==> src/rtl/ccd_exposure_sequencer.sv <==
// ccd_exposure_sequencer: drives a CCD clock generator through a programmed
// number of exposures. Raises enable, shifts a 4-bit exposure code MSB first,
// counts phi_p rises and drops enable once the last readout pulse ends.
// Optional feature: define SEQ_WATCHDOG_EN to build a phi_p-activity watchdog
// that aborts the run and sets a sticky o_timeout flag.
module ccd_exposure_sequencer #(
  parameter int                FRAMES_W      = 8,
  parameter int                SETTLE_CYCLES = 4,
  parameter int                WDOG_W        = 24,
  parameter logic [WDOG_W-1:0] WDOG_LIMIT    = 24'hFF_FFFF
) (
  input  logic                wb_clk_i,
  input  logic                wb_rst_ni,
  input  logic                i_start,
  input  logic                i_abort,
  input  logic [FRAMES_W-1:0] i_frames,
  input  logic [3:0]          i_exp_code,
  input  logic                i_phi_p,
  output logic                o_enable,
  output logic                o_f_select_serial,
  output logic                o_load_config,
  output logic                o_busy,
  output logic                o_frame_done,
  output logic                o_done,
  output logic [FRAMES_W-1:0] o_frame_cnt,
  output logic                o_timeout
);

  typedef enum logic [2:0] {S_IDLE, S_ARM, S_LOAD, S_RUN, S_DRAIN, S_STOP} state_t;

  // One counter serves both the settle wait and the 4-bit shift phase.
  localparam int CNT_MAX = (SETTLE_CYCLES > 4) ? SETTLE_CYCLES : 4;
  localparam int CNT_W   = (CNT_MAX > 1) ? $clog2(CNT_MAX) : 1;
  localparam logic [CNT_W-1:0] ARM_LAST  = CNT_W'(SETTLE_CYCLES - 1);
  localparam logic [CNT_W-1:0] LOAD_LAST = CNT_W'(3);

  state_t              state_q, state_d;
  logic [CNT_W-1:0]    set_cnt_q, set_cnt_d;
  logic [3:0]          code_q, code_d;
  logic [FRAMES_W-1:0] frames_q, frames_d;
  logic [FRAMES_W-1:0] frame_cnt_q, frame_cnt_d, cnt_inc;
  logic                frame_done_q, frame_done_d;
  logic                fsel_q, fsel_d;
  logic                enable_q, enable_d;
  logic                load_q, load_d;
  logic                busy_q, busy_d;
  logic                done_q, done_d;
  logic                phi_q;
  logic                rise, fall, active, wdog_hit;

  assign rise   = i_phi_p & ~phi_q;
  assign fall   = ~i_phi_p & phi_q;
  // States where an abort (or a watchdog expiry) is honoured.
  assign active = (state_q != S_IDLE) && (state_q != S_STOP);

`ifdef SEQ_WATCHDOG_EN
  logic [WDOG_W-1:0] wdog_q, wdog_d;
  logic              timeout_q, timeout_d;
  assign wdog_hit  = ((state_q == S_RUN) || (state_q == S_DRAIN)) && (wdog_q == WDOG_LIMIT);
  assign o_timeout = timeout_q;
`else
  logic unused_wdog;
  assign unused_wdog = ^WDOG_LIMIT;
  assign wdog_hit    = 1'b0;
  assign o_timeout   = 1'b0;
`endif

  // Next-state and next-output computation for the sequencer.
  always_comb begin
    state_d      = state_q;
    set_cnt_d    = set_cnt_q;
    code_d       = code_q;
    frames_d     = frames_q;
    frame_cnt_d  = frame_cnt_q;
    frame_done_d = 1'b0;
    fsel_d       = 1'b0;
    cnt_inc      = frame_cnt_q + 1'b1;
`ifdef SEQ_WATCHDOG_EN
    wdog_d    = wdog_q;
    timeout_d = timeout_q;
`endif
    if (active && (i_abort || wdog_hit)) begin
      // Abort path: straight to IDLE, count holds, no done pulse.
      state_d = S_IDLE;
    end else begin
      case (state_q)
        S_IDLE: if (i_start && !i_abort) begin
          state_d     = S_ARM;
          frames_d    = i_frames;
          code_d      = i_exp_code;
          frame_cnt_d = '0;
          set_cnt_d   = '0;
`ifdef SEQ_WATCHDOG_EN
          timeout_d   = 1'b0;
`endif
        end
        // The code register doubles as the serial shifter: its MSB is the
        // next bit to present.
        S_ARM: if (set_cnt_q == ARM_LAST) begin
          state_d   = S_LOAD;
          set_cnt_d = '0;
          fsel_d    = code_q[3];
          code_d    = {code_q[2:0], 1'b0};
        end else begin
          set_cnt_d = set_cnt_q + 1'b1;
        end
        S_LOAD: if (set_cnt_q == LOAD_LAST) begin
          state_d = S_RUN;
`ifdef SEQ_WATCHDOG_EN
          wdog_d  = '0;
`endif
        end else begin
          set_cnt_d = set_cnt_q + 1'b1;
          fsel_d    = code_q[3];
          code_d    = {code_q[2:0], 1'b0};
        end
        S_RUN: if (rise) begin
          frame_cnt_d  = cnt_inc;
          frame_done_d = 1'b1;
          if ((frames_q != '0) && (cnt_inc == frames_q)) state_d = S_DRAIN;
        end
        // Wait for the last readout pulse to end before releasing enable.
        S_DRAIN: if (fall) state_d = S_STOP;
        S_STOP:  state_d = S_IDLE;
        default: state_d = S_IDLE;
      endcase
    end
`ifdef SEQ_WATCHDOG_EN
    if (wdog_hit) timeout_d = 1'b1;
    else if ((state_q == S_RUN) || (state_q == S_DRAIN))
      wdog_d = (rise | fall) ? '0 : wdog_q + 1'b1;
`endif
    enable_d = (state_d == S_ARM) || (state_d == S_LOAD) ||
               (state_d == S_RUN) || (state_d == S_DRAIN);
    load_d   = (state_d == S_LOAD);
    busy_d   = (state_d != S_IDLE);
    done_d   = (state_d == S_STOP);
  end

  // All state and outputs registered; async reset clears everything.
  always_ff @(posedge wb_clk_i or negedge wb_rst_ni) begin
    if (!wb_rst_ni) begin
      state_q      <= S_IDLE;
      set_cnt_q    <= '0;
      code_q       <= '0;
      frames_q     <= '0;
      frame_cnt_q  <= '0;
      frame_done_q <= 1'b0;
      fsel_q       <= 1'b0;
      enable_q     <= 1'b0;
      load_q       <= 1'b0;
      busy_q       <= 1'b0;
      done_q       <= 1'b0;
      phi_q        <= 1'b0;
`ifdef SEQ_WATCHDOG_EN
      wdog_q       <= '0;
      timeout_q    <= 1'b0;
`endif
    end else begin
      state_q      <= state_d;
      set_cnt_q    <= set_cnt_d;
      code_q       <= code_d;
      frames_q     <= frames_d;
      frame_cnt_q  <= frame_cnt_d;
      frame_done_q <= frame_done_d;
      fsel_q       <= fsel_d;
      enable_q     <= enable_d;
      load_q       <= load_d;
      busy_q       <= busy_d;
      done_q       <= done_d;
      phi_q        <= i_phi_p;
`ifdef SEQ_WATCHDOG_EN
      wdog_q       <= wdog_d;
      timeout_q    <= timeout_d;
`endif
    end
  end

  assign o_enable          = enable_q;
  assign o_f_select_serial = fsel_q;
  assign o_load_config     = load_q;
  assign o_busy            = busy_q;
  assign o_frame_done      = frame_done_q;
  assign o_done            = done_q;
  assign o_frame_cnt       = frame_cnt_q;

endmodule

==> config.mk <==
export PLATFORM = sky130hd
export DESIGN_NAME = ccd_exposure_sequencer
export DESIGN_NICKNAME = d
export VERILOG_FILES = /design/src/rtl/ccd_exposure_sequencer.sv
export SDC_FILE = /design/constraint.sdc
export NUM_CORES = 1
export LEC_CHECK = 0
export BUFFER_PORTS_ARGS = -buffer_cell sky130_fd_sc_hd__buf_2
export CORE_MARGIN = 1.5
export CORE_UTILIZATION = 54
export CTS_CLUSTER_SIZE = 8
export DETAILED_ROUTE_END_ITERATION = 7
export PLACE_DENSITY = 0.78
export SETUP_SLACK_MARGIN = 0.02
export SLEW_MARGIN = 40
export SYNTH_ARGS = -nofsm -noshare
export SYNTH_HDL_FRONTEND = slang
export SYNTH_SLANG_ARGS = --single-unit
==> constraint.sdc <==
create_clock -name wb_clk_i -period 4 [get_ports wb_clk_i]
set_input_delay 0.4 -clock wb_clk_i [delete_from_list [all_inputs] [get_ports wb_clk_i]]
set_output_delay 0.4 -clock wb_clk_i [all_outputs]
set_load 0.05 [all_outputs]
==> out/qor.txt <==
CTS Root Cell: clkbuf_4
top cell type's share of synthesized area: 46.5%
min-delay worst type: primary input to async pin
area of the multi-input gates: 877 sq um
WP data required: 4.21 ns
Yosys warning total: 0
Max VDD drop: 284 uV
Post-Syn Instances: 169
Pint: 0.000539 W
worst-margin pin slew: 0.717 ns
Mapped Area: 1720 sq um
total number of vias: 1377
ys flop type: dfrtp_1
Yosys reg bits: 32
crit path max fanout: 8
CTS tree: yes
synth top area cells: dfrtp_1, mux2_2, o21ai_0
WS Path Type: register to register
Layout fillers: 262
sum of negative setup slack: 0 ns
number of flops mapped to enable cells by yosys: 0
H-Tree Depth: 2
post-synth top area cell: dfrtp_1
clock power share: 33.1%
final wirelength: 3.54 mm
number of global-route vias before repair: 1311
Final Setup Violations: 0
Synth cell types: 51
Sink Count: 32
Critical Path End Type: register
Hold Worst Slack: 0.106 ns
max-cap viol count: 0
Final Hold Vio Count: 0
I/O Buffers: 30
Combinational Power Share: 15.3%
Vias/cell: 5.64
synth cell count leaders: dfrtp_1, o21ai_0, nand2_1, nor2_1
first-pass GRT wire length: 5.95 mm
Inserted Diodes: 0
DR pass1 iterations: 4
sw power: 0.000202 W
run status: finished clean
Tmin final: 2.34 ns
largest net degree at the start of global routing: 33
most instantiated library cell after synthesis: dfrtp_1
met2 Track Usage GR: 35.9%
Final Net Count: 218
Leakage: 0.905 nW
Post-DRT Antenna Nets: 0
Tcrit/Tclk final: 58.4%
DR iter-0 viols: 80
Clock Latency Late Sink: 0.33 ns
initial antenna violation count: 0
GR Util All Layers: 22.8%
Max clock buf depth: 2
Final Max Slew Viols: 0
post-cts sizing count: 0
height of the chip: 59.5 microns
DIE WIDTH: 59.5 microns
hold_buf cts: 0
share of cells above drive strength 1: 27.0%
die area: 3540 sq um
GRT Max-Usage Layer: met2
Post-route DRC: 0
mean post-synth cell area: 10.2 sq um
core area: 3050 sq um
grt met3 use: 4.80%
Ports: 32
Register Area: 801 sq um
RSZ-0062 raised after global routing: false
CTS Buf Count: 5
net count after synthesis: 188
post-synthesis sequential area ratio: 46.5%
post-CTS setup buffers: 0
pwr/cell area: 376 nW/um^2
grt total ovfl: 0
M1 GR Usage: 28.8%
crit path DAT: 2.54 ns
Initial Util: 56.4%
GPL Wtd Cong: 0.853
Worst setup SP type: register
clock skew: 0.00544 ns
Max transition margin: 52.2%
P&R area growth vs syn: 14.5%
sw frac: 27.2%
ys async rst share: 100%
hpwl dp: 2.62 mm
Max Clk Rate: 428 MHz
drt wl/cell: 14.5 microns
site row count: 20
Clock transition at path regs: 0.10 ns
Seq pwr share: 51.6%
==> cell usage in the layout, fill, tap and decap left out, drive strengths merged, types with 2 or more instances in the layout <==
cell type,count
nor4b,2
xnor2,4
inv,3
dfrtp,32
o22ai,2
nand2,15
o31ai,3
o32a,2
mux2,8
buf,30
nor3,2
mux2i,4
nor2b,3
ha,2
nor2,10
nand2b,9
nand3,5
o21ai,18
a21oi,3
and2,4
or2,2
a31oi,3
and3,3
clkbuf,6
xor2,3
a22o,2
==> critical path, stage by stage, from the launching register on <==
cell       delay, ns
dfrtp_1         0.47
ha_1            0.40
xor2_1          0.19
a211o_1         0.23
or4b_4          0.50
a2111oi_2       0.28
o211ai_1        0.16
==> power groups by stage <==
stage | logic (W) | registers (W) | clock network (W)
3_5_place_dp | 0.000114 | 0.000389 | 0
3_3_place_gp | 0.000107 | 0.000387 | 0
2_1_floorplan | 0.0000800 | 0.000385 | 0
4_1_cts | 0.000114 | 0.000382 | 0.000249
5_1_grt | 0.000127 | 0.000387 | 0.000265
6_report | 0.000113 | 0.000382 | 0.000246
==> cell families (layout without fill, tap and decap cells) <==
| kind of cell | count (synthesis) | count (layout) | synth area share, % |
|---|---|---|---|
| AND/OR/NAND/NOR | 62 | 62 | 21.3 |
| AO/OA/AOI/OAI | 43 | 43 | 16.9 |
| buffers and inverters | 10 | 41 | 2.54 |
| XOR/XNOR | 7 | 7 | 3.56 |
| multiplexers | 12 | 12 | 7.56 |
| adder cells (fa/ha/maj) | 2 | 2 | 1.45 |
| other | 1 | 1 | 0.218 |
| flip-flops | 32 | 32 | 46.5 |
==> metrics by stage <==
| stage | total power (W) | utilization (%) | cells | cell area [sq um] | worst slack [ns] |
|---|---|---|---|---|---|
| after floorplan | 0.000465 | - | 169 | 1720 | 1.53 |
| after global placement | 0.000495 | 62.0 | 236 | 1890 | 1.75 |
| after global routing | 0.000779 | 64.5 | 244 | 1970 | 1.59 |
| after detailed placement | 0.000502 | 62.0 | 236 | 1890 | 1.69 |
| final | 0.000741 | 64.5 | 244 | 1970 | 1.66 |
| after CTS | 0.000746 | 64.5 | 244 | 1970 | 1.67 |
==> layout make-up <==
type / count / share of cell area [%]
flip-flops and latches: 32 / 40.6
repair buffers: 30 / 7.62
clock buffers: 6 / 2.10
well taps: 44 / 2.79
multi-input cells: 127 / 44.5
inverters: 3 / 0.571
clock inverters: 2 / 1.78
==> flip-flops by register name, summed over array words and instances, names as in the netlist, 2 cells and up <==
| register | cells |
|---|---|
| set_cnt_q | 2 |
| frames_q | 8 |
| code_q | 4 |
| o_frame_cnt | 8 |
| state_q | 3 |
==> final timing paths <==
check | from | slack, ns | cells past startpoint | endpoint
max in group asynchronous | wb_rst_ni | 3.43 | 1 | o_frame_cnt[4]
setup / recovery | o_frame_cnt[0] | 1.66 | 6 | state_q[0]
min in group wb_clk_i | i_phi_p | 0.21 | 1 | phi_q
hold reg to reg | set_cnt_q[0] | 0.50 | 1 | set_cnt_q[0]
setup reg to reg | o_frame_cnt[0] | 1.66 | 6 | state_q[0]
hold / removal | wb_rst_ni | 0.11 | 1 | o_frame_cnt[7]
==> per-layer routing <==
metal	wire length [microns]	part of all wire [%]	up-vias
met2	1720	49	46
met5	0	0	-
met1	1540	44	645
met4	83	2.3	0
li1	-	-	678
met3	191	5.4	8
Note: power is estimated with default switching activity, not from simulation.
